===== config.mk =====
export PLATFORM = sky130hd
export DESIGN_NAME = ansi_input_decoder
export DESIGN_NICKNAME = d
export VERILOG_FILES = /design/src/rtl/ansi_input_decoder.sv
export SDC_FILE = /design/constraint.sdc
export NUM_CORES = 1
export LEC_CHECK = 0
export CAP_MARGIN = 20
export CELL_PAD_IN_SITES_DETAIL_PLACEMENT = 1
export CELL_PAD_IN_SITES_GLOBAL_PLACEMENT = 2
export CORE_ASPECT_RATIO = 1.4
export CORE_MARGIN = 5
export CORE_UTILIZATION = 35
export DETAILED_ROUTE_END_ITERATION = 6
export MAX_ROUTING_LAYER = met4
export PLACE_DENSITY_LB_ADDON = 0.1
export SETUP_SLACK_MARGIN = 0.05
export SYNTH_ARGS = -nofsm -noshare
export SYNTH_HDL_FRONTEND = slang
export SYNTH_SLANG_ARGS = --single-unit

===== constraint.sdc =====
create_clock -name clk -period 3.4 [get_ports clk]
set_input_delay 0.68 -clock clk [delete_from_list [all_inputs] [get_ports clk]]
set_output_delay 0.68 -clock clk [all_outputs]
set_load 0.005 [all_outputs]

===== src/rtl/ansi_input_decoder.sv =====
// ansi_input_decoder: stdin byte stream -> key / terminal-report events.
// Optional SS3 (application cursor mode) arrows under ANSI_DEC_SS3_EN.
module ansi_input_decoder #(
    parameter int ESC_TIMEOUT = 8,
    parameter int MAX_LEN     = 12
) (
    input  logic       clk,
    input  logic       rst,
    input  logic       in_valid,
    input  logic [7:0] in_byte,
    output logic       ev_valid,
    output logic [2:0] ev_type,
    output logic [7:0] ev_char,
    output logic [7:0] ev_p1,
    output logic [7:0] ev_p2,
    output logic       busy
);

    localparam int TW = $clog2(ESC_TIMEOUT + 1);
    localparam int LW = $clog2(MAX_LEN + 2);

    localparam logic [2:0] T_CHAR  = 3'd1;
    localparam logic [2:0] T_ARROW = 3'd2;
    localparam logic [2:0] T_ESC   = 3'd3;
    localparam logic [2:0] T_ALT   = 3'd4;
    localparam logic [2:0] T_CPR   = 3'd5;
    localparam logic [2:0] T_CSI   = 3'd6;
    localparam logic [2:0] T_ERR   = 3'd7;

`ifdef ANSI_DEC_SS3_EN
    typedef enum logic [1:0] {S_IDLE, S_ESC, S_CSI, S_SS3} state_t;
`else
    typedef enum logic [1:0] {S_IDLE, S_ESC, S_CSI} state_t;
`endif

    state_t        state, state_n;
    logic [TW-1:0] timer, timer_n;
    logic [LW-1:0] len, len_n;
    logic [1:0]    idx, idx_n;
    logic [7:0]    p1, p1_n;
    logic [7:0]    p2, p2_n;
    logic          ev_set, p_set;
    logic [2:0]    ev_t;

    // Decimal accumulate, clamped at 255 instead of wrapping
    function automatic logic [7:0] acc(input logic [7:0] p,
                                       input logic [3:0] d);
        logic [11:0] s;
        s = 12'(p) * 12'd10 + 12'(d);
        return (s > 12'd255) ? 8'hFF : s[7:0];
    endfunction

    logic is_final, is_digit, is_semi, is_param, is_arrow;
    assign is_final = (in_byte >= 8'h40) && (in_byte <= 8'h7E);
    assign is_digit = (in_byte >= 8'h30) && (in_byte <= 8'h39);
    assign is_semi  = (in_byte == 8'h3B);
    assign is_param = (in_byte >= 8'h20) && (in_byte <= 8'h3F);
    assign is_arrow = (in_byte >= 8'h41) && (in_byte <= 8'h44);

    always_comb begin
        state_n = state;
        timer_n = timer;
        len_n   = len;
        idx_n   = idx;
        p1_n    = p1;
        p2_n    = p2;
        ev_set  = 1'b0;
        p_set   = 1'b0;
        ev_t    = T_CHAR;
        unique case (state)
            S_IDLE: begin
                if (in_valid) begin
                    if (in_byte == 8'h1B) begin
                        state_n = S_ESC;
                        timer_n = '0;
                    end else begin
                        ev_set = 1'b1;
                        ev_t   = T_CHAR;
                    end
                end
            end
            S_ESC: begin
                if (in_valid) begin
                    timer_n = '0;
                    if (in_byte == 8'h5B) begin
                        state_n = S_CSI;
                        p1_n    = '0;
                        p2_n    = '0;
                        idx_n   = '0;
                        len_n   = '0;
                    end else if (in_byte == 8'h1B) begin
                        ev_set = 1'b1;
                        ev_t   = T_ESC;
`ifdef ANSI_DEC_SS3_EN
                    end else if (in_byte == 8'h4F) begin
                        state_n = S_SS3;
`endif
                    end else begin
                        ev_set  = 1'b1;
                        ev_t    = T_ALT;
                        state_n = S_IDLE;
                    end
                end else if (timer == TW'(ESC_TIMEOUT - 1)) begin
                    ev_set  = 1'b1;
                    ev_t    = T_ESC;
                    state_n = S_IDLE;
                    timer_n = '0;
                end else begin
                    timer_n = timer + 1'b1;
                end
            end
            S_CSI: begin
                if (in_valid) begin
                    len_n = len + 1'b1;
                    if (is_final) begin
                        ev_set  = 1'b1;
                        p_set   = 1'b1;
                        state_n = S_IDLE;
                        if (is_arrow && idx == 2'd0)
                            ev_t = T_ARROW;
                        else if (in_byte == 8'h52)
                            ev_t = T_CPR;
                        else
                            ev_t = T_CSI;
                    end else if (is_param) begin
                        if (len >= LW'(MAX_LEN)) begin
                            ev_set  = 1'b1;
                            ev_t    = T_ERR;
                            state_n = S_IDLE;
                        end else if (is_semi) begin
                            idx_n = (idx == 2'd0) ? 2'd1 : 2'd2;
                        end else if (is_digit) begin
                            if (idx == 2'd0)
                                p1_n = acc(p1, in_byte[3:0]);
                            else if (idx == 2'd1)
                                p2_n = acc(p2, in_byte[3:0]);
                        end
                    end else if (in_byte == 8'h1B) begin
                        // Stray ESC aborts this sequence and opens the next
                        ev_set  = 1'b1;
                        ev_t    = T_ERR;
                        state_n = S_ESC;
                        timer_n = '0;
                    end else begin
                        ev_set  = 1'b1;
                        ev_t    = T_ERR;
                        state_n = S_IDLE;
                    end
                end
            end
`ifdef ANSI_DEC_SS3_EN
            S_SS3: begin
                if (in_valid) begin
                    ev_set  = 1'b1;
                    ev_t    = is_arrow ? T_ARROW : T_ERR;
                    state_n = S_IDLE;
                end
            end
`endif
            default: state_n = S_IDLE;
        endcase
    end

    always_ff @(posedge clk) begin
        if (rst) begin
            state    <= S_IDLE;
            timer    <= '0;
            len      <= '0;
            idx      <= '0;
            p1       <= '0;
            p2       <= '0;
            ev_valid <= 1'b0;
            ev_type  <= '0;
            ev_char  <= '0;
            ev_p1    <= '0;
            ev_p2    <= '0;
            busy     <= 1'b0;
        end else begin
            state    <= state_n;
            timer    <= timer_n;
            len      <= len_n;
            idx      <= idx_n;
            p1       <= p1_n;
            p2       <= p2_n;
            ev_valid <= ev_set;
            busy     <= (state_n != S_IDLE);
            if (ev_set) begin
                ev_type <= ev_t;
                ev_char <= (ev_t == T_ESC) ? 8'h1B : in_byte;
            end
            if (p_set) begin
                ev_p1 <= p1;
                ev_p2 <= p2;
            end
        end
    end

endmodule


# After elaboration in Yosys (flattened, before gate mapping)
# Cells that the tools add are included.
[word_totals]
register_bits = 57
output_inout_bits = 29
wordCells = 146
[op_classes]
addsub = 4
multipliers = 2
magnitude_cmp = 11
eq_ne = 23
n_mux = 79
reduce_logical = 15
[ops]
columns = ["operator", "count"]
rows = [
  ["$mux W8", 20],
  ["$mux W2", 20],
  ["$mux W4", 10],
  ["$pmux W8 S2", 2],
  ["$ne A2 B2 Y1 const B", 14],
  ["$add A12 B4 Y12", 2],
  ["$gt A12 B8 Y1 const B", 2],
  ["$mux W3", 8],
  ["$mul A8 B3 Y11 const B", 2],
  ["$eq A8 B7 Y1 const B", 2],
  ["$ge A8 B6 Y1 const B", 2],
  ["$ge A8 B7 Y1 const B", 2],
  ["$le A8 B6 Y1 const B", 2],
  ["$le A8 B7 Y1 const B", 2],
  ["$mux W1", 13],
  ["$pmux W4 S3", 1],
  ["$reduce_and A11 Y1", 1],
  ["$reduce_and A10 Y1", 1],
  ["$add A4 B1 Y4 const B", 2],
  ["$eq A8 B5 Y1 const B", 1],
  ["$eq A8 B6 Y1 const B", 1],
  ["$pmux W4 S2", 1],
  ["$reduce_and A8 Y1", 1],
  ["$pmux W2 S3", 1],
  ["other kinds (14)", 21],
]

# Logic depth before layout (Yosys ltp)
[depth]
ltp_word = 13
mapped_depth = 10
mapped_depth_nobuf = 9

# Least setup slack after synthesis
# No wires, ideal clock.
[synth_timing]
path_kind = "register to register"
startpoint = "reg p1[1]"
endpoint = "reg p1[0]"
setup_ps = 122
arrival_ps = 2793
t_required_ps = 3278
slack_ps = 485
path_stages_with_launch = 10
synth_period_minus_slack_ps = 2915
path_cell_list = "dfxtp_1 > ha_1 > ha_1 > fa_1 > and3_1 > or3_1 > and2_0 > mux2_2 > o2111a_1 > a311o_1"
[synth_between]
elab_chain_len = 12
[synth_lines]
columns = ["element", "line", "source"]
rows = [
  ["start: declaration", "40", "logic [7:0] p1, p1_n;"],
  ["start signal: assignment", "183", "p1 <= p1_n;"],
  ["$mul A8 B3 Y11", "49", "s = 12'(p) * 12'd10 + 12'(d);"],
  ["$add A12 B4 Y12", "49", ""],
  ["$gt A12 B8 Y1", "50", "return (s > 12'd255) ? 8'hFF : s[7:0];"],
  ["$mux W8", "50", ""],
  ["$mux W8", "133", "if (idx == 2'd0)"],
  ["$mux W8", "132", "end else if (is_digit) begin"],
  ["$mux W8", "130", "end else if (is_semi) begin"],
  ["$mux W8", "126", "if (len >= LW'(MAX_LEN)) begin"],
  ["$mux W8", "125", "end else if (is_param) begin"],
  ["$mux W8", "115", "if (is_final) begin"],
  ["$mux W8", "113", "if (in_valid) begin"],
  ["$pmux W8 S2", "70", "unique case (state)"],
]
# Every way passes these cells. The select of a mux whose other input is x is not followed.
# A chain may end at the register's enable or synchronous reset.

# Final worst setup path
[layout_timing]
startpoint = "reg p1[3]"
endpoint = "reg p1[3]"
# Same word-level chain as after synthesis.

==> results.md <==
- Status: completed
- Hold Path Class: reg -> reg
- Peak VDD IR: around 0.22 mV
- Nets: roughly 530
- Hold path depth: 2
- Gp weighted congestion: 0.7897
- Post-Layout Cell Count: between 600 and 700
- Clk buf depth: 2
- Hold Vio Cnt, Final: 0
- Fin util: roughly 45%
- Critical path type: reg -> reg
- Worst Hold Path EP: len[1]
- Power Density: between 300 and 400 mW/mm^2
- Setup violators final: 0
- Slack of the worst reg-to-reg path: around 0.23 ns
- Wire per inst: between 15 and 20 um
- Hold slack: 0.4769 ns
- Register area share after synthesis: 30.99%
- IO Port Bufs: 39
- Sink Count: 57
- Post-synth EDFFs: 0
- Total negative slack: 0 ns
- Total wire length: 10580 um
- Final WS setup: 0.2296 ns
- Cts hold-fix bufs: 0
- Post-DRT Antenna Nets: 0
- Ratio of cells with drive above 1 in the final layout: between 10% and 20%
- Worst r2r path cells: 9
- Antenna diodes: 0
- Async set or reset register ratio after synthesis: 0%
- XOR/XNOR Fraction of Synth Area: 3.092%
- Number of global-route vias before repair: between 3000 and 4000
- Syn_area_per_cell: ~8.5 um^2
- Worst slack, placed: slightly above 0.07 ns
- Slew of the pin with the lowest slew margin: ~0.69 ns
- Maxcap violations: 0
- Most frequent cells in the layout: 56 x dfxtp_1, 46 x nor2_1, 39 x clkdlybuf4s50_1
- #FFs+latches synth: 57
- Mapped Area: about 0.0037 mm^2
- Cell Area, Placed: around 0.0043 mm^2
- Largest family of logic cells by synthesized area: simple AND/OR/NAND/NOR gates
- Placed insts: 608
- FP Rows: 44
- Synth Area in Compound Gates: about 20%
- Worst path required time: 3.61 ns
- Main synth FF type: dfxtp_1
- First-pass GRT wire length: approximately 18000 um
- DR vias/cell: 5.436
- Max H-tree Level: 3
- Simple-Gate Fraction of Synth Area: 22.15%
- Largest net degree at the start of global routing: 21
- Syn. warnings: 0
- Design area: between 0.004 and 0.005 mm^2
- DIE WIDTH: about 97 um
- Syn-to-layout area delta: 25.96%
- Mux contribution to synthesized area: slightly above 6%
- Die ar.: 0.01270 mm^2
- DR iter-0 viols: 76
- Static leakage: roughly 2.1 nW
- FF-to-FF End: p1[3]
- Vias post-DR: ~3400
- Grt ovf: 0
- DRT Pass-1 Iters: 4
- Pins Over Slew Limit: 0
- Critical Path Sink Type: flop
- Synth Instances: ~430
- RSZ-0062 raised after global routing: false
- CTS tree: done
- CTS root buf: clkbuf_16
- Clock-pin slew on the worst setup and hold paths: 0.05 ns
- FILL cells: 1254
- # DRC: 0
- Most common cell after layout, fill and taps aside: dfxtp_1
- Initial core utilization: 35.58%
- Final Cycle Share: between 90 and 100%
- Yosys cell types: 57
- Headroom to the max-slew limit: roughly 54%
- Inserted Clock Buffers: 9
- Maximum net fanout on the critical path: 6
- Die H: about 130 um
- HPWL after detailed placement: between 7000 and 8000 um
- Startpoint Class: flop
- Power Total: ~1.8 mW
- FMAX: ~320 MHz
- Setup Skew: 0.006443 ns
- Clk_lat worst skew: approximately 0.33 ns
- Critical path data arrival time: 3.38 ns
- Initial antenna violation count: 0
- Post-layout min period: ~3.2 ns
- Adder-cell area share of the yosys netlist: between 10 and 15%
- GRT Overall Usage: around 18%
- Synth Net Count: ~480
- Core area: about 0.010 mm^2
- Total I/O pin count: 40
- Worst r2r src: p1[3]
- Hold_sp: len[1]
## final cells by class
type                       instances  area, um^2  share of cell area (%)
sequential                        57        1142                   24.63
timing repair buffer              59       540.5                   11.65
clock inverter                     5       78.83                   1.699
clock buffer                      11       242.7                   5.233
multi-input combinational        341        2412                   52.01
inverter                          13       48.80                   1.052
tap                              138       172.7                   3.723
## metal layers
metal | vias up | GRT usage, % | wire (um)
li1 | 1682 | - | -
met4 | 0 | 6.245 | 153
met5 | - | - | 0
met3 | 13 | 3.287 | 261
met1 | 1656 | 21.25 | 4814
met2 | 41 | 29.95 | 5348
## state kept, by name, summed over array words and instances, names as in the netlist
register,cells
idx,2
ev_valid,1
state,2
ev_p2,8
len,4
timer,4
ev_char,8
busy,1
ev_p1,8
p2,8
p1,8
ev_type,3
## cells by family (layout without fill, tap and decap cells)
logic type	after synthesis	count (layout)
simple gates	158	158
mux	22	22
buf+inv	33	88
compound gates	108	108
xor+xnor	13	13
fa+ha+maj	40	40
flops	57	57
## worst max-delay path, cell delays in order (launching register included)
cell and delay, ns:
dfxtp_1 0.43, ha_1 0.27, ha_1 0.24, fa_1 0.45
xor2_2 0.25, nand3_1 0.10, nor4_1 0.24, mux2_2 0.39
o2111a_1 0.33, a311o_1 0.35
## cell usage after synthesis, types with 4 or more instances
master	instances	share of area [%]
a31oi_1	7	1.2
and2_1	7	1.2
a21oi_1	22	3.0
a311o_1	7	1.9
nor2_1	46	4.7
nand2_1	32	3.3
a22oi_1	4	0.82
fa_1	4	2.2
nand3_1	10	1.4
nor4_1	4	0.68
dfxtp_1	57	31
nand4_1	4	0.68
xor2_1	8	1.9
a211oi_1	14	2.9
xnor2_1	5	1.2
or2_2	6	1.0
or3_1	4	0.68
inv_1	13	1.3
nor3_1	14	1.9
mux2i_1	19	5.2
clkbuf_1	14	1.4
buf_2	4	0.54
o21ai_0	25	3.4
nor2b_1	4	0.68
ha_1	36	12
and3_1	5	0.85
nand2b_1	6	1.0
a21o_1	7	1.4
## how the worst max path moves through the flow
stage	start	endpoint	cells past startpoint
3_5_place_dp	in_byte[1]	p1[4]	9
5_1_grt	p1[3]	p1[3]	9
3_3_place_gp	in_byte[1]	p1[4]	9
4_1_cts	p1[1]	p1[3]	9
2_1_floorplan	p1[1]	p1[0]	9
6_report	p1[3]	p1[3]	9
## where the power goes
group	switching (mW)	total (mW)	internal, mW	leakage, nW
logic	0.0637	0.118	0.0545	1.44
registers	0.00397	0.681	0.677	0.462
clock network	0.319	0.979	0.659	0.159
total	0.387	1.78	1.39	2.06
## repair_timing
item                                    4_1_cts  5_1_grt
setup buffers                                 0        0
resized for setup                             0        2
endpoints found under the setup margin        0        6
Note: power is estimated with default switching activity, not from simulation.
==> patch 1: new RTL, same settings <==
Re-encode `state_t` (3 states) as one-hot, 3 bits wide.
--- a/src/rtl/ansi_input_decoder.sv
+++ b/src/rtl/ansi_input_decoder.sv
@@ -30,7 +30,7 @@
 `ifdef ANSI_DEC_SS3_EN
     typedef enum logic [1:0] {S_IDLE, S_ESC, S_CSI, S_SS3} state_t;
 `else
-    typedef enum logic [1:0] {S_IDLE, S_ESC, S_CSI} state_t;
+    typedef enum logic [2:0] {S_IDLE = 3'b001, S_ESC = 3'b010, S_CSI = 3'b100} state_t;
 `endif
 
     state_t        state, state_n;
Check against the original RTL: same outputs for any inputs over 4 cycles, from zero or initial values and one cycle with rst high; so few cycles prove little.
==> patch 1 against the original RTL <==
- worst setup slack better by 0.0046 ns
- clock power down 11%
- power down 6.1%
- wire length down 3.0%
- sequential cell count up 1
- synthesized area down 7.7%
- non-clock buffer count up 1
- design area down 7.0%
==> patch 1: results (changes against the original RTL) <==
| Quantity | This run | Unit | Change |
|:---|:---|:---|:---|
| Post-synthesis area per instance | 8.23 | sq um | -3.7% |
| Buffer levels on the longest clock path | 2 | - | unchanged |
| Slew at the pin closest to its max-slew limit | 1.04 | ns | +0.354 ns |
| Arrival time worst endpoint | 3.41 | ns | +0.03 ns |
| Xor and xnor area share after synthesis | 2.84 | % | -0.26 points |
| Total via count in the routed design | 3273 | - | -3.5% |
| Layout Skew | 0.00545 | ns | -0.000996 ns |
| Wire length of the first global-routing pass | 17400 | um | -3.9% |
| DP HPWL | 7910 | um | -1.0% |
| Final standard cell count with taps included and fillers excluded | 583 | - | -6.6% |
| Most frequent cells after synthesis | 66 x nand2_1, 58 x dfxtp_1, 45 x a21oi_1 | - |  |
| Distinct cell type count of the synthesized netlist | 56 | - | -1.8% |
| Startpoint of the worst hold path | ev_p2[5]$_SDFFE_PP0P_ | - |  |
| Dpl cells | 568 | - | -6.6% |
| Num CTS Buffers | 9 | - | unchanged |
| Leakage | 1.77 | nW | -14% |
| Nets@finish | 516 | - | -3.0% |
| Largest stage delay on the critical path | 0.64 | ns | +0.19 ns |
| Fraction of final layout cells sized beyond drive strength 1 | 9.73 | % | -0.77 points |
| Master of the slowest instance on the critical path | mux2i_1 | - |  |
| Iteration-0 DRC Markers | 75 | - | -1.3% |
| Post-synth net total | 460 | - | -4.6% |
| Final hold slack | 0.452 | ns | -0.0253 ns |
| Synth Area in Adders | 14.1 | % | -0.26 points |
| Outcome | finished, final reports clean | - |  |
| Share of the synthesized area in compound gates (AO/OA/AOI/OAI) | 20.1 | % | +0.58 points |
| Biggest fanout along the worst timing path | 8 | - | +2 |
| Hold-critical path endpoint | ev_p2[5]$_SDFFE_PP0P_ | - |  |
| Global router's overall resource usage | 19.1 | % | +1.3 points |
| Cells taking the most area after synthesis | dfxtp_1 34%, ha_1 12%, nand2_1 7.3% | - |  |
| Critical path capture point | p1[6]$_SDFFE_PP0P_ | - |  |
| Net Sw Frac | 21.2 | % | -0.55 points |
## patch 1: cell types whose count changed in the layout (fill, tap and decap cells not counted), moves of 5 or more
cell	delta
and2_1	-6
o2bb2ai_1	+8
a211oi_1	-12
nor2_1	-19
mux2i_1	-14
nand2_1	+34
a21oi_1	+23
a311o_1	-7
a31oi_1	-5
nor3_1	+12
o21ai_0	-9
## patch 1: cell families (layout without fill, tap and decap cells)
group,after synthesis,after routing
buf+inv,26,86
mux,5,5
flops,58,58
xor+xnor,11,11
compound gates,107,107
fa+ha+maj,36,36
simple gates,170,170
## patch 1: layout make-up
cell class                 count  area, sq um
clock buffer                  12          246
multi-input combinational    329         2140
clock inverter                 3         40.0
fill                        1137         5150
tap                          110          138
inverter                      11         41.3
sequential                    58         1160
timing repair buffer          60          548
## patch 1: power groups by stage
stage	Clock (mW)	Sequential (mW)	Combinational, mW
2_1_floorplan	0	0.707	0.0423
3_3_place_gp	0	0.708	0.100
3_5_place_dp	0	0.707	0.101
4_1_cts	0.901	0.694	0.103
5_1_grt	0.925	0.694	0.111
6_report	0.874	0.695	0.101
## patch 1: metal layers
layer  GRT usage, %  up-vias  part of all wire (%)
li1               -     1622                     -
met1           21.2     1588                    44
met2           33.3       49                    52
met3           4.09       14                   2.7
met4           6.64        0                   1.9
met5              -        -                     0
## patch 1: through the flow
step / cell area, sq um / setup WS (ns)
6_report: 4310 / 0.234
5_1_grt: 4310 / 0.0660
4_1_cts: 4310 / 0.207
3_5_place_dp: 4030 / 0.119
3_3_place_gp: 4030 / 0.160
2_1_floorplan: 3400 / 0.607
==> patch 2: new RTL, same settings <==
Without the edit above. The option `ANSI_DEC_SS3_EN` is turned on by a define.
--- a/src/rtl/ansi_input_decoder.sv
+++ b/src/rtl/ansi_input_decoder.sv
@@ -1,5 +1,7 @@
 // ansi_input_decoder: stdin byte stream -> key / terminal-report events.
 // Optional SS3 (application cursor mode) arrows under ANSI_DEC_SS3_EN.
+`define ANSI_DEC_SS3_EN
+
 module ansi_input_decoder #(
     parameter int ESC_TIMEOUT = 8,
     parameter int MAX_LEN     = 12
Behaviour: not the same (a bounded check fails within 4 cycles, from zero or initial values and one cycle with rst high).
==> patch 2 against the original RTL <==
- power decreased by 4.9%
- combinational power decreased by 13%
- synthesized area decreased by 3.9%
- clock power decreased by 7.4%
- worst setup slack got worse by 0.054 ns
- design area decreased by 4.1%
- sequential cell count unchanged
- largest cell class unchanged
- wire length decreased by 7.1%
==> patch 2: results (changes against the original RTL) <==
| Quantity | This run | Unit | Change |
|:---|:---|:---|:---|
| Clock-pin transition on the worst setup and hold timing paths | 0.05 | ns | about the same |
| Post-synthesis area per instance | 8.98 | sq um | +5.2% |
| Layout Skew | 0.00779 | ns | +0.00135 ns |
| DP HPWL | 7490 | um | -6.4% |
| Dpl cells | 568 | - | -6.6% |
| Iteration-0 DRC Markers | 79 | - | +3.9% |
| Clock root buffer | clkbuf_16 | - |  |
| Cells taking the most area after synthesis | dfxtp_1 32%, ha_1 11%, mux2i_1 7.4% | - |  |
| GP Congestion | 0.875 | - | +11% |
| Post-placement worst setup slack | 0.118 | ns | +0.0463 ns |
| Slew at the pin closest to its max-slew limit | 0.666 | ns | -0.0244 ns |
| Family with the most delay on the worst path | simple AND/OR/NAND/NOR gates | - |  |
| First drt pass iteration count | 4 | - | unchanged |
| Nets@finish | 491 | - | -7.7% |
| Total via count in the routed design | 3122 | - | -8.0% |
| Ys Warns | 0 | - | unchanged |
| Outcome | finished, final reports clean | - |  |
| Initial antenna violation count | 0 | - | unchanged |
| HP Class | reg2reg | - |  |
| Filler Cells Inserted | 1195 | - | -4.7% |
| Leakage | 1.93 | nW | -6.3% |
| Total detailed-routing wirelength | 9820 | um | -7.1% |
| Most frequent cells after synthesis | 57 x dfxtp_1, 53 x nor2_1, 32 x ha_1 | - |  |
| Final setup TNS | 0 | ns | unchanged |
| Num CTS Buffers | 9 | - | unchanged |
| Post-synth net total | 441 | - | -8.5% |
| Clock network latency to the later pin of the worst-skew pair | 0.33 | ns | about the same |
| Master of the slowest instance on the critical path | or4_4 | - |  |
| Pin count of the biggest net entering global routing | 36 | - | +71% |
| Final standard cell count with taps included and fillers excluded | 583 | - | -6.6% |
| Arrival time worst endpoint | 3.45 | ns | +0.07 ns |
| Biggest fanout along the worst timing path | 5 | - | -1 |
| Largest stage delay on the critical path | 0.54 | ns | +0.09 ns |
| Distinct cell type count of the synthesized netlist | 67 | - | +18% |
| Number of H-tree levels | 3 | - | unchanged |
| Wire length of the first global-routing pass | 16600 | um | -8.4% |
| Share of flip-flops with an asynchronous set or reset after synthesis | 0 | % | unchanged |
| Number of global-route vias before repair | 3365 | - | -6.2% |
| PostCTS Resize Cnt | 0 | - | unchanged |
| Instance area after placement | 0.00415 | sq mm | -3.7% |
| Power density over the cells | 380 | mW/mm^2 | -0.84% |
| Count of buffers inserted at the top-level ports | 39 | - | unchanged |
| Sequential share of the synthesized area | 32.2 | % | +1.2 points |
| Worst IR drop on VDD | 0.216 | mV | -0.12% |
| Global router's overall resource usage | 18.0 | % | +0.15 points |
| Fraction of final layout cells sized beyond drive strength 1 | 10.0 | % | -0.45 points |
| Number of diodes added for antenna fixing | 0 | - | unchanged |
| Buffer levels on the longest clock path | 2 | - | unchanged |
| Post-CTS Repair Setup Buffers | 0 | - | unchanged |
-- patch 2: cell count changes after synthesis, sizes merged, moves of 8 or more --
cell and delta:
o2bb2ai +8, nor3 +8, a211oi -12, nand2 -18
o21ai -9
-- patch 2: kinds of logic (layout without fill, tap and decap cells) --
family	Yosys count	count (layout)	share of synthesized area (%)
buffers and inverters	21	75	2.54
adder cells (fa/ha/maj)	36	36	13.6
XOR/XNOR	13	13	3.43
multiplexers	27	27	7.67
AND/OR/NAND/NOR	149	149	22.6
AO/OA/AOI/OAI	91	91	18.0
flip-flops	57	57	32.2
-- patch 2: tightest hold or removal path: stages, from the launching register on --
cell,delay (ns)
dfxtp_1,0.30
nand2_1,0.05
a21oi_1,0.05
-- patch 2: final timing paths --
path	from	endpoint	slack (ns)	cells past startpoint
min	ev_type[2]$_SDFFE_PP0P_	ev_type[2]$_SDFFE_PP0P_	0.45	2
min reg2reg	ev_type[2]$_SDFFE_PP0P_	ev_type[2]$_SDFFE_PP0P_	0.45	2
max	p2[1]$_SDFFE_PP0P_	p2[7]$_SDFFE_PP0P_	0.18	8
max reg2reg	p2[1]$_SDFFE_PP0P_	p2[7]$_SDFFE_PP0P_	0.18	8
-- patch 2: layout make-up --
cell class,count,share of cell area [%]
Tap cell,135,3.80
Multi-Input combinational cell,316,52.1
Inverter,6,0.506
Clock inverter,3,0.900
Sequential cell,57,25.7
Timing Repair Buffer,54,11.3
Clock buffer,12,5.77
-- patch 2: power by group --
part,leakage [nW],switching (mW),total (mW),internal [mW]
Clock,0.148,0.308,0.907,0.599
Sequential,0.461,0.00402,0.680,0.676
Combinational,1.32,0.0563,0.103,0.0464
Total,1.93,0.368,1.69,1.32
-- patch 2: per-layer routing --
metal  vias to the layer above  GRT usage [%]  wire [um]
li1                       1556              -          -
met1                      1515           18.7       4020
met2                        36           33.1       5430
met3                        15           1.93        135
met4                         0           8.58        233
met5                         -              -          0
